===== src/rtl/spi_flash_pkg.sv =====
`default_nettype none
// ============================================================================
// Module   : spi_flash_pkg
// Purpose  : Shared opcodes and state encoding for the SPI flash responder.
// Revision : 1.0 - initial release
// ============================================================================
package spi_flash_pkg;

  localparam logic [7:0] CMD_READ = 8'h03;
  localparam logic [7:0] CMD_RDID = 8'h9F;
  localparam logic [7:0] CMD_RDSR = 8'h05;

  typedef enum logic [2:0] {
    IDLE   = 3'd0,
    CMD    = 3'd1,
    ADDR   = 3'd2,
    DATA   = 3'd3,
    ID     = 3'd4,
    STATUS = 3'd5,
    IGNORE = 3'd6
  } spi_state_t;

  // States in which the responder owns the io1 pad.
  function automatic logic is_tx_state(input spi_state_t s);
    return (s == DATA) || (s == ID) || (s == STATUS);
  endfunction

endpackage
`default_nettype wire


===== src/rtl/sync.sv =====
`default_nettype none
// ============================================================================
// Module   : sync
// Purpose  : Multi-flop synchronizer for one asynchronous input bit.
// Ports    : clk      - destination clock
//            reset_n  - asynchronous active-low reset (chain loads RESET_VAL)
//            d        - asynchronous input
//            q        - synchronized output
// Revision : 1.0 - initial release
// ============================================================================
module sync #(
  parameter int   STAGES    = 2,
  parameter logic RESET_VAL = 1'b0
) (
  input  logic clk,
  input  logic reset_n,
  input  logic d,
  output logic q
);

  logic [STAGES-1:0] r_chain;

  always_ff @(posedge clk or negedge reset_n) begin
    if (!reset_n) begin
      r_chain <= {STAGES{RESET_VAL}};
    end else begin
      r_chain <= {r_chain[STAGES-2:0], d};
    end
  end

  assign q = r_chain[STAGES-1];

endmodule
`default_nettype wire


===== src/rtl/spi_flash_responder.sv =====
`default_nettype none
// ============================================================================
// Module   : spi_flash_responder
// Purpose  : SPI mode-0 serial flash target. Oversamples the SPI pins in the
//            clk domain, decodes READ (0x03), JEDEC-ID (0x9F) and
//            READ-STATUS (0x05), and serves READ data from a synchronous
//            byte-wide memory port with a one-byte prefetch buffer.
// Ports    : clk, reset_n            - system clock (>= 4x spi_clk), async reset
//            spi_clk/csn/mosi        - SPI pins from the initiator
//            spi_miso, spi_miso_en   - io1 data and pad enable
//            mem_addr, mem_rd        - memory read request (1-cycle strobe)
//            mem_rdata               - read data, valid 1 clk after mem_rd
//            busy                    - synced chip select is active
//            cmd_err                 - 1-cycle pulse on unsupported opcode
// Revision : 1.0 - initial release
// ============================================================================
module spi_flash_responder
  import spi_flash_pkg::*;
#(
  parameter logic [23:0] JEDEC_ID    = 24'hEF4016,
  parameter int          SYNC_STAGES = 2
) (
  input  logic        clk,
  input  logic        reset_n,
  input  logic        spi_clk,
  input  logic        spi_csn,
  input  logic        spi_mosi,
  output logic        spi_miso,
  output logic        spi_miso_en,
  output logic [23:0] mem_addr,
  output logic        mem_rd,
  input  logic [7:0]  mem_rdata,
  output logic        busy,
  output logic        cmd_err
);

  logic w_sclk_s, w_csn_s, w_mosi_s;
  logic r_sclk_d, r_csn_d;
  logic w_sclk_rise, w_sclk_fall, w_csn_fall, w_csn_rise;

  spi_state_t r_state, w_next_state;

  logic [4:0]  r_bit_cnt;
  logic [22:0] r_shift_in;
  logic [7:0]  r_shift_out, r_buf;
  logic [1:0]  r_id_idx, w_id_next_idx;
  logic        r_need_load, r_rd_inflight;
  logic        r_miso, r_mem_rd, r_cmd_err;
  logic [23:0] r_mem_addr;
  logic [7:0]  w_opcode, w_cur_byte, w_next_byte;
  logic [23:0] w_addr;
  logic        w_enter_addr, w_enter_data, w_enter_id, w_enter_status, w_enter_ignore;

  // chip select idles high, so its chain resets to 1 to avoid a false fall
  sync #(.STAGES(SYNC_STAGES), .RESET_VAL(1'b0)) u_sync_sclk (
    .clk(clk), .reset_n(reset_n), .d(spi_clk), .q(w_sclk_s));
  sync #(.STAGES(SYNC_STAGES), .RESET_VAL(1'b1)) u_sync_csn (
    .clk(clk), .reset_n(reset_n), .d(spi_csn), .q(w_csn_s));
  sync #(.STAGES(SYNC_STAGES), .RESET_VAL(1'b0)) u_sync_mosi (
    .clk(clk), .reset_n(reset_n), .d(spi_mosi), .q(w_mosi_s));

  always_ff @(posedge clk or negedge reset_n) begin
    if (!reset_n) begin
      r_sclk_d <= 1'b0;
      r_csn_d  <= 1'b1;
    end else begin
      r_sclk_d <= w_sclk_s;
      r_csn_d  <= w_csn_s;
    end
  end

  assign w_sclk_rise = w_sclk_s & ~r_sclk_d;
  assign w_sclk_fall = ~w_sclk_s & r_sclk_d;
  assign w_csn_fall  = ~w_csn_s & r_csn_d;
  assign w_csn_rise  = w_csn_s & ~r_csn_d;

  // The bit arriving on this rise completes the opcode / address.
  assign w_opcode = {r_shift_in[6:0], w_mosi_s};
  assign w_addr   = {r_shift_in, w_mosi_s};

  // State register
  always_ff @(posedge clk or negedge reset_n) begin
    if (!reset_n) begin
      r_state <= IDLE;
    end else begin
      r_state <= w_next_state;
    end
  end

  // Next-state logic; a chip-select rise overrides everything
  always_comb begin
    w_next_state = r_state;
    case (r_state)
      IDLE: if (w_csn_fall) w_next_state = CMD;
      CMD: begin
        if (w_sclk_rise && (r_bit_cnt == 5'd7)) begin
          case (w_opcode)
            CMD_READ: w_next_state = ADDR;
            CMD_RDID: w_next_state = ID;
            CMD_RDSR: w_next_state = STATUS;
            default:  w_next_state = IGNORE;
          endcase
        end
      end
      ADDR: if (w_sclk_rise && (r_bit_cnt == 5'd23)) w_next_state = DATA;
      default: ;
    endcase
    if (w_csn_rise) w_next_state = IDLE;
  end

  // Outputs and transition strobes
  always_comb begin
    spi_miso_en    = is_tx_state(r_state) && !w_csn_s;
    busy           = !w_csn_s;
    w_enter_addr   = (r_state == CMD)  && (w_next_state == ADDR);
    w_enter_id     = (r_state == CMD)  && (w_next_state == ID);
    w_enter_status = (r_state == CMD)  && (w_next_state == STATUS);
    w_enter_ignore = (r_state == CMD)  && (w_next_state == IGNORE);
    w_enter_data   = (r_state == ADDR) && (w_next_state == DATA);
  end

  // At the tightest clock ratio the first memory byte can arrive in the same
  // cycle as the first falling edge, so bypass it straight into the shifter.
  assign w_cur_byte = (r_need_load && r_rd_inflight) ? mem_rdata : r_shift_out;

  always_comb begin
    w_id_next_idx = (r_id_idx == 2'd2) ? 2'd0 : r_id_idx + 2'd1;
    case (r_state)
      DATA: w_next_byte = r_buf;
      ID: begin
        case (w_id_next_idx)
          2'd0:    w_next_byte = JEDEC_ID[23:16];
          2'd1:    w_next_byte = JEDEC_ID[15:8];
          default: w_next_byte = JEDEC_ID[7:0];
        endcase
      end
      default: w_next_byte = 8'h00;
    endcase
  end

  // Datapath: shifters, prefetch buffer and memory request
  always_ff @(posedge clk or negedge reset_n) begin
    if (!reset_n) begin
      r_bit_cnt     <= '0;
      r_shift_in    <= '0;
      r_shift_out   <= '0;
      r_buf         <= '0;
      r_id_idx      <= '0;
      r_need_load   <= 1'b0;
      r_rd_inflight <= 1'b0;
      r_miso        <= 1'b0;
      r_mem_rd      <= 1'b0;
      r_mem_addr    <= '0;
      r_cmd_err     <= 1'b0;
    end else begin
      r_mem_rd      <= 1'b0;
      r_cmd_err     <= 1'b0;
      r_rd_inflight <= r_mem_rd;
      if (w_csn_rise) begin
        // partial bytes and any in-flight read result are abandoned
        r_bit_cnt   <= '0;
        r_need_load <= 1'b0;
        r_miso      <= 1'b0;
      end else begin
        case (r_state)
          IDLE: if (w_csn_fall) r_bit_cnt <= '0;
          CMD, ADDR: begin
            if (w_sclk_rise) begin
              r_shift_in <= {r_shift_in[21:0], w_mosi_s};
              r_bit_cnt  <= r_bit_cnt + 5'd1;
            end
          end
          DATA, ID, STATUS: begin
            if ((r_state == DATA) && r_rd_inflight) begin
              if (r_need_load) begin
                // first byte goes straight to the shifter; prefetch the next
                r_shift_out <= mem_rdata;
                r_need_load <= 1'b0;
                r_mem_rd    <= 1'b1;
                r_mem_addr  <= r_mem_addr + 24'd1;
              end else begin
                r_buf <= mem_rdata;
              end
            end
            if (w_sclk_fall) begin
              r_miso <= w_cur_byte[7];
              if (r_bit_cnt == 5'd7) begin
                r_bit_cnt   <= '0;
                r_shift_out <= w_next_byte;
                r_id_idx    <= w_id_next_idx;
                if (r_state == DATA) begin
                  r_mem_rd   <= 1'b1;
                  r_mem_addr <= r_mem_addr + 24'd1;
                end
              end else begin
                r_shift_out <= {w_cur_byte[6:0], 1'b0};
                r_bit_cnt   <= r_bit_cnt + 5'd1;
              end
            end
          end
          default: ;
        endcase
        if (w_enter_addr) r_bit_cnt <= '0;
        if (w_enter_id) begin
          r_shift_out <= JEDEC_ID[23:16];
          r_id_idx    <= 2'd0;
          r_bit_cnt   <= '0;
        end
        if (w_enter_status) begin
          r_shift_out <= 8'h00;
          r_bit_cnt   <= '0;
        end
        if (w_enter_data) begin
          r_mem_rd    <= 1'b1;
          r_mem_addr  <= w_addr;
          r_need_load <= 1'b1;
          r_bit_cnt   <= '0;
        end
        if (w_enter_ignore) r_cmd_err <= 1'b1;
      end
    end
  end

  assign spi_miso = r_miso;
  assign mem_rd   = r_mem_rd;
  assign mem_addr = r_mem_addr;
  assign cmd_err  = r_cmd_err;

endmodule
`default_nettype wire


===== config.mk =====
export PLATFORM = sky130hd
export DESIGN_NAME = spi_flash_responder
export DESIGN_NICKNAME = d
export VERILOG_FILES = /design/src/rtl/spi_flash_pkg.sv /design/src/rtl/sync.sv /design/src/rtl/spi_flash_responder.sv
export SDC_FILE = /design/constraint.sdc
export NUM_CORES = 1
export LEC_CHECK = 0
export CAP_MARGIN = 30
export CORE_MARGIN = 8
export CORE_UTILIZATION = 40
export DETAILED_ROUTE_END_ITERATION = 10
export SYNTH_ARGS = -nofsm -noshare
export SYNTH_HDL_FRONTEND = slang
export SYNTH_SLANG_ARGS = --single-unit

===== constraint.sdc =====
create_clock -name clk -period 6.7 [get_ports clk]
set_input_delay 1.675 -clock clk [delete_from_list [all_inputs] [get_ports clk]]
set_output_delay 1.675 -clock clk [all_outputs]
set_load 0.1 [all_outputs]

[After elaboration in Yosys (flattened, before gate mapping)]
Index checks and enable logic that the tools add are counted.
Operators by class
  add/sub/neg operators: 3
  equal/unequal tests: 20
  muxes and demuxes: 55
  reductions and logical operators: 37
  bitwise gates (word level): 10
Operators by type and width (number)
  24-bit two-way mux: 7
  8-bit two-way mux: 8
  5-bit two-way mux: 9
  8-bit case mux with 2 select lines: 2
  24-bit by 1-bit adder with 24-bit output (second input constant): 1
  7-bit inequality test (second input constant): 3
  3-bit case mux with 3 select lines: 2
  1-bit two-way mux: 17
  4-bit AND reduction: 4
  3-bit equality test (second input constant): 5
  5-bit case mux with 3 select lines: 1
  3-bit by 2-bit equality test with 1-bit output (second input constant): 4
  3-bit two-way mux: 4
  2-bit nonzero test: 6
  1-bit logical AND: 10
  2-bit two-way mux: 5
  3-bit nonzero test: 3
  8-bit by 2-bit equality test with 1-bit output (second input constant): 1
  8-bit by 3-bit equality test with 1-bit output (second input constant): 1
  8-bit equality test (second input constant): 1
  4-bit nonzero test: 2
  8-bit nonzero test: 1
  1-bit inverter: 6
  2-bit AND reduction: 3
  15 further kinds: 19
Storage, ports and cells
  logic and storage cells: 142
  register bits after elaboration: 86
  output and inout bits: 29
  input port bits: 13

[Logic depth before layout (Yosys ltp)]
Gate-level depths: netlist (run 1).
  word-level depth: 13
  gate-level depth with buffers: 10
  gate-level depth less buffers: 8

[By module]
Synthesis (run 1) repeated with hierarchy kept, for this count alone.
Second synthesis, totals
  cell total of the unflattened synthesis: 441
  area, all modules: 4624.4 sq um
Modules (own cells, without submodules)
  spi_flash_responder: instances 1, seq. area each 2003.2 sq um, area an instance 4471.8 sq um, cells an instance 435
  sync at u_sync_mosi ...: instances 2, seq. area each 50.0 sq um, area an instance 50.0 sq um, cells an instance 2
  sync at u_sync_csn: instances 1, seq. area each 52.6 sq um, area an instance 52.6 sq um, cells an instance 2

[Worst setup path after synthesis (run 1)]
Ideal clock, no wire load.
  kind: reg2out
  start: register r_state[2]
  end: output spi_miso_en
  buffers on the path: 0
  data required time: 5025 ps
  cell stages (with the launch flop): 3
  data arrival time: 2294 ps
  slack: 2731 ps
  path through: dfrtp_1 > nand3b_2 > a21oi_1
Between the ends
  word-level cells in the longest chain between the ends: 4
  elaborated cells on any way between the ends: 6
  classes of those cells: eq/ne (3); reduce/logical (3)
Ends and longest elaborated chain
  start, declared: line spi_flash_responder.sv:41  | spi_state_t r_state, w_next_state;
  start signal, assigned: line spi_flash_responder.sv:86  | r_state <= w_next_state;
  3-bit by 2-bit equality test with 1-bit output / 3-bit equality test (equally long branches): line spi_flash_pkg.sv:25  | return (s == DATA) || (s == ID) || (s == STATUS);
  1-bit logical OR: line spi_flash_pkg.sv:25
  1-bit logical OR (*): line spi_flash_pkg.sv:25
  1-bit logical AND (*): line spi_flash_responder.sv:113  | spi_miso_en = is_tx_state(r_state) && !w_csn_s;
  end, declared: line spi_flash_responder.sv:29  | output logic spi_miso_en,
Every way passes the cells marked *; elsewhere a longest branch is shown, timed or not.

[Worst setup path in the final report (run 1)]
Ends and elaborated chain as after synthesis.

==> implementation parameters, run 1 <==
Parameter                              Value

STA
  WHS    roughly 0.35 ns
  Clock period minus final worst setup slack    about 4.5 ns
  Number of setup violations in the final report    0
  Final count of hold timing violations    0
  Total negative slack    0 ns
  Maximum clock frequency    between 0.2 and 0.25 GHz
  Max Slew Vio Count    0
  Fin worst setup slack    2.24 ns
  Setup skew after layout    0.00853 ns
  Final worst-path cycle share    0.666
  Unrepaired setup endpoints after global routing    no
  Slew margin rel.    0.325
  Slew at the pin closest to its max-slew limit    1.01 ns

Setup path
  Standard cell with the maximum stage delay on the critical path    clkdlybuf4s50_1
  CP max stage delay    1.17 ns
  Worst Setup End Kind    output pin
  Worst endpoint data arrival time    roughly 2.8 ns
  Startpoint of the worst-slack reg-to-reg timing path    u_sync_csn.r_chain[1]$_DFF_PN1_
  Largest fanout on the critical path    15
  Required @ worst endpoint    5.03 ns
  Sequence of cells on the critical path    nand3b_2 -> a21oi_1 -> clkdlybuf4s50_1
  CP top delay family    buffers and inverters
  Crit path depth    3
  R2R depth    5
  Worst setup path startpoint    r_state[2]$_DFF_PN0_
  Crit Path Class    flop to output pin
  Startpoint class of the critical path    flop
  Buf/Inv on CP    1

Logic synthesis
  Most frequently used cell type in the post-synthesis netlist    dfrtp_1
  Average instance area after synthesis    10.5 um2
  Cell area after technology mapping    4620 um2
  Share of synthesized registers carrying an async set or reset    1.00
  Count of mapped cells out of synthesis    439
  Commonest cells post-synth    dfrtp_1 (83), nand2_1 (53), mux2_2 (30), nor2_1 (23), nand3_1 (17)
  YS warnings    0
  Number of flops mapped to enable cells by yosys    0
  Number of distinct library cells after synthesis    between 70 and 80
  Fraction of synthesized cell area taken by the top area cell type    0.450
  Flop and latch count out of synthesis    86
  Portion of the post-synthesis area used by sequential elements    0.467
  Main synth FF type    dfrtp_1
  Leading area contributor after synthesis    dfrtp_1
  Net count after synthesis    456
  Leading post-synthesis cells by cell area    dfrtp_1 (45%), mux2_2 (7.3%), nand2_1 (4.3%), a311oi_1 (1.9%), nor2_1 (1.9%)

Global routing
  Total grt overflow    0
  Number of antenna violations at the first check in global routing    0
  Maximum number of pins on one net before global-route repair    47
  First-pass GRT wire length    18600 um
  Vias in the first global route    3480
  Combined global-route utilization of all metal layers    0.156

Worst hold path
  Origin of the worst min-delay path    u_sync_sclk.r_chain[0]$_DFF_PN0_
  Hold depth    0
  Min-delay worst type    flop to flop

Route
  DRC    0
  Number of nets still failing antenna checks after routing    0
  Post-detailed-route via-to-cell ratio    5.78
  Avg WL per Cell    18.1 um
  First-pass DRT Iterations    5
  Number of vias after detailed routing    3573
  Final WL    approximately 11000 um
  Iteration-0 DRC Markers    311

Clock network
  Maximum level of the CTS H-tree    3
  Buffers inserted during post-CTS setup optimization    0
  Sink count of the clock tree    86
  Clock latency on the worst-skew pair    0.34 ns
  CTS Root Cell    clkbuf_16
  Post-CTS Resized    0
  TritonCTS clock tree    yes
  Post-CTS clock slew at the launch and capture registers of the worst setup and hold paths    around 0.060 ns
  Maximum buffer depth of the clock tree    2
  Number of buffers inserted for hold repair after clock tree synthesis    0
  Number of CTS-inserted buffers    9

Finish
  Sequential standard cell area    about 2200 um2
  Area used by multi-input combinational logic    2300 um2
  Area delta synth->final    16.7%
  Antenna diode count    0
  Share of final-layout standard cells stronger than drive strength 1    0.171
  Filler Cell Count    1095
  Final net count    487

Die
  Chip width    around 120 um
  Core Footprint    11400 um2
  Area of the die    15200 um2
  Row count    39
  Number of placed I/O pins    42
  Effective utilization at floorplan    0.406
  Die height    about 120 um

Power
  Overall power after layout    between 1000 and 1500 uW
  Power density over the cells    216 nW/um2
  Leak    0.00227 uW
  VDD IR-drop max    0.0948 mV

Place
  Quantity of I/O buffers inserted on ports    41
  HPWL reported at the end of detailed placement    7820 um
  Post-placement setup slack    2.58 ns
  GP Congestion    0.862

Run
  Max_cap viols    0

Outcome
  Outcome    finished clean
## cell usage in the layout, fill, tap and decap left out, types with 8 or more instances in the layout
cell type	instances
nand4_1	10
a21oi_1	15
clkbuf_16	9
o21ai_0	10
o31ai_1	8
nor2_1	23
nand3_1	17
nand2_1	53
mux2_2	30
o21ai_1	9
a311oi_1	10
and3_1	8
dfrtp_1	83
clkdlybuf4s50_1	40
nor3_1	8
## layout make-up
cell class,instances,share of cell area
Timing Repair Buffer,44,0.0812
Sequential cell,86,0.400
Inverter,8,0.00557
Multi-Input combinational cell,321,0.427
Clock inverter,5,0.00766
Tap cell,143,0.0332
Clock buffer,11,0.0450
## per-layer routing
metal  vias to the layer above  routed length [um]  GRT usage
met2                        96                5200      0.239
met3                        17                 549     0.0315
met1                      1755                5250      0.210
li1                       1705                   -          -
met4                         0                 186     0.0632
met5                         -                   0          0
## flip-flops by register name (all words and copies together) (netlist names), 2 cells and up
name,flops
r_bit_cnt,5
r_shift_in,23
mem_addr,24
r_shift_out,8
u_sync_mosi.r_chain,2
r_state,3
u_sync_csn.r_chain,2
r_id_idx,2
u_sync_sclk.r_chain,2
r_buf,8
## path summary, 6_finish.rpt
kind / end / slack (ns)
hold / removal: u_sync_sclk.r_chain[1]$_DFF_PN0_ / 0.35
hold reg to reg: u_sync_sclk.r_chain[1]$_DFF_PN0_ / 0.35
setup reg to reg: r_shift_out[0]$_DFFE_PN0P_ / 3.48
setup / recovery: spi_miso_en / 2.24
max in group asynchronous: u_sync_csn.r_chain[1]$_DFF_PN1_ / 4.40
min in group asynchronous: r_shift_in[12]$_DFFE_PN0P_ / 1.31
## per-stage QoR
step           std cells   util  area, um2
2_1_floorplan        439      -       4620
3_3_place_gp         601  0.448       5090
3_5_place_dp         602  0.449       5110
4_1_cts              618  0.474       5390
5_1_grt              618  0.474       5390
6_report             618  0.474       5390
## power breakdown
| part | internal, uW | switching, uW | leakage, uW |
|---|---|---|---|
| clock | 265 | 208 | 0.000133 |
| combinational | 52.6 | 59.8 | 0.00103 |
| sequential | 543 | 34.6 | 0.00111 |
## logic make-up after synthesis
| group | synth area share |
|---|---|
| buffers and inverters | 0.0347 |
| and+or+nand+nor | 0.212 |
| DFF | 0.467 |
| xor gates and xnor gates | 0.0171 |
| AOI/OAI and AO/OA | 0.175 |
| adders and majority gates | 0.0108 |
| muxes | 0.0840 |
No activity file was read; power rests on OpenSTA's default activity.
==> run 2: changes to the inputs <==
==> constraint.sdc (replaced) <==
create_clock -name clk -period 4.3 [get_ports clk]
set_input_delay 1.075 -clock clk [delete_from_list [all_inputs] [get_ports clk]]
set_output_delay 1.075 -clock clk [all_outputs]
set_load 0.1 [all_outputs]
==> run 2 against run 1 <==
Via count up 2.7%; combinational power up 61%; critical endpoint is now mem_addr[3]; sequential power up 56%; flip-flop and latch count unchanged; non-clock buffer count up 3; register-to-register slack worse by 2.3 ns; critical path depth down 2; final cell count up 0.49%; die area unchanged.
==> implementation parameters, run 2 (same netlist as run 1, synthesis figures left out) <==
Parameter                              Value

Finish
  Final net count    490 (+0.62%)
  Antenna diode count    0 (unchanged)
  Max reg flops    24 (unchanged)
  Share of final-layout standard cells stronger than drive strength 1    0.180 (+0.00939)
  Area delta synth->final    17.4%
  Highest-count cells in the layout ignoring fill and taps    dfrtp_1 (83), nand2_1 (53), clkdlybuf4s50_1 (39)
  Final design instance area without fill    5430 um2 (+0.65%)
  Filler Cell Count    1067 (-2.6%)
  Most common library cell in the layout ignoring fill and taps    dfrtp_1

Route
  First-pass DRT Iterations    5 (unchanged)
  Number of vias after detailed routing    3668 (+2.7%)
  Final WL    11600 um (+3.7%)
  Number of nets still failing antenna checks after routing    0 (unchanged)
  Sum of routed wire segments on met1    5700 um (+8.6%)
  DR top layer    met4
  Iteration-0 DRC Markers    377 (+21%)
  Post-detailed-route via-to-cell ratio    5.91 (+2.2%)
  Metal2 WL    5140 um (-1.1%)
  Avg WL per Cell    18.7 um (+3.2%)
  DRC    0 (unchanged)
  Wire length on met3    552 um (+0.55%)

Setup path
  Worst Setup End Kind    output pin
  Startpoint class of the critical path    flop
  Crit Path Class    flop to output pin
  Sequence of cells on the critical path    clkdlybuf4s50_1
  Required @ worst endpoint    3.22 ns (-1.81 ns)
  CP top delay family    buffers and inverters
  Standard cell with the maximum stage delay on the critical path    clkdlybuf4s50_1
  Worst endpoint data arrival time    2.03 ns (-0.76 ns)
  CP max stage delay    1.19 ns (+0.02 ns)
  Largest fanout on the critical path    7 (-8)
  Buf/Inv on CP    1 (unchanged)

Place
  GP Congestion    0.834 (-3.3%)
  Cell area after placement    5110 um2 (about the same)
  HPWL reported at the end of detailed placement    8020 um (+2.6%)
  Quantity of I/O buffers inserted on ports    41 (unchanged)

Power
  P_sw    492 uW (+62%)
  Switching Fraction    0.262 (+0.00231)
  Register share of total power    0.483 (-0.014)
  Leak    0.00230 uW (+1.3%)
  VDD IR-drop max    0.154 mV (+62%)
  Fraction of power consumed by combinational cells    0.096 (about the same)
  Clock share of power    0.421 (+0.014)
  Power density over the cells    345 nW/um2 (+60%)
  Internal Dissipation    1380 uW (+61%)

Worst hold path
  Min-delay worst type    flop to flop

Clock network
  Maximum buffer depth of the clock tree    2 (unchanged)
  Number of CTS-inserted buffers    9 (unchanged)
  Buffers inserted during post-CTS setup optimization    0 (unchanged)
  Sink count of the clock tree    86 (unchanged)
  Post-CTS Resized    0 (unchanged)
  Clock latency on the worst-skew pair    0.35 ns (about the same)
  Number of buffers inserted for hold repair after clock tree synthesis    0 (unchanged)
  Maximum level of the CTS H-tree    3 (unchanged)
  Post-CTS clock slew at the launch and capture registers of the worst setup and hold paths    0.06 ns (about the same)
  CTS Root Cell    clkbuf_16
  TritonCTS clock tree    yes

STA
  Maximum clock frequency    0.322 GHz
  Number of setup violations in the final report    0 (unchanged)
  Max Slew Vio Count    0 (unchanged)
  Final worst-path cycle share    0.722
  Unrepaired setup endpoints after global routing    no
  Setup skew after layout    0.00802 ns (-0.000514 ns)
  Clock period minus final worst setup slack    3.10 ns
  Slew at the pin closest to its max-slew limit    0.983 ns (-0.0271 ns)
  Slew margin rel.    0.343 (+0.0181)
  Final count of hold timing violations    0 (unchanged)
  Total negative slack    0 ns (unchanged)

Global routing
  Total grt overflow    0 (unchanged)
  Combined global-route utilization of all metal layers    0.162 (+0.00586)
  Vias in the first global route    3573 (+2.7%)
  First-pass GRT wire length    19400 um (+4.5%)
  Number of antenna violations at the first check in global routing    0 (unchanged)
  Maximum number of pins on one net before global-route repair    53 (+13%)

Run
  Max_cap viols    0 (unchanged)

Die
  Effective utilization at floorplan    0.406 (unchanged)
  Die height    123 um (unchanged)
  Area of the die    15200 um2 (unchanged)
  Chip width    123 um (unchanged)
  Core Footprint    11400 um2 (unchanged)
  Row count    39 (unchanged)
  Number of placed I/O pins    42 (unchanged)

Outcome
  Outcome    finished clean
run 2: cell count changes in the layout (fill, tap and decap cells not counted):
| cell | delta |
|---|---|
| bufinv_16 | +1 |
| clkinvlp_4 | -1 |
| clkinv_2 | +2 |
| buf_4 | +4 |
| inv_6 | -1 |
| clkbuf_1 | -1 |
| clkdlybuf4s50_1 | -1 |
| clkbuf_8 | -1 |
| clkinv_4 | +1 |
run 2: routing by layer:
| metal | up-vias | GRT usage |
|---|---|---|
| li1 | 1711 | - |
| met1 | 1834 | 0.230 |
| met2 | 108 | 0.232 |
| met3 | 15 | 0.0384 |
| met4 | 0 | 0.0617 |
| met5 | - | 0 |
run 2: area by class of cell:
cell class	instances	area (um2)	share of cell area
multi-input combinational	321	2300	0.425
inverter	8	30.0	0.00554
clock inverter	7	73.8	0.0136
tap	143	179	0.0330
timing repair buffer	47	458	0.0844
clock buffer	9	225	0.0415
sequential	86	2160	0.397
run 2: worst paths after layout:
| path | startpoint | to | cells past startpoint | slack [ns] |
|---|---|---|---|---|
| worst max-delay path | mem_addr[3]$_DFFE_PN0P_ | mem_addr[3] | 1 | 1.20 |
| worst min-delay path | u_sync_sclk.r_chain[0]$_DFF_PN0_ | u_sync_sclk.r_chain[1]$_DFF_PN0_ | 0 | 0.35 |
| worst max register to register | u_sync_csn.r_chain[1]$_DFF_PN1_ | r_shift_out[3]$_DFFE_PN0P_ | 5 | 1.20 |
| worst min register to register | u_sync_sclk.r_chain[0]$_DFF_PN0_ | u_sync_sclk.r_chain[1]$_DFF_PN0_ | 0 | 0.35 |
| max in group asynchronous | reset_n | r_sclk_d$_DFF_PN0_ | 2 | 2.99 |
| min in group asynchronous | reset_n | r_shift_in[13]$_DFFE_PN0P_ | 2 | 0.76 |
run 2: stage by stage:
step / hold slack [ns] / util / worst slack (ns) / std cells / total power [uW]
final: 0.348 / 0.477 / 1.20 / 621 / 1870
after global routing: 0.352 / 0.477 / 0.948 / 621 / 1950
after CTS: 0.349 / 0.476 / 1.20 / 620 / 1890
after detailed placement: 0.336 / 0.450 / 1.20 / 604 / 1100
after global placement: 0.334 / 0.450 / 1.31 / 604 / 1090
after floorplan: 0.331 / - / 0.931 / 439 / 1020
run 2: power groups by stage:
stage          sequential, uW  clock [uW]  combinational [uW]
6_report                  904         789                 180
5_1_grt                   912         840                 197
4_1_cts                   903         806                 182
3_5_place_dp              918           0                 181
3_3_place_gp              916           0                 177
2_1_floorplan             896           0                 128
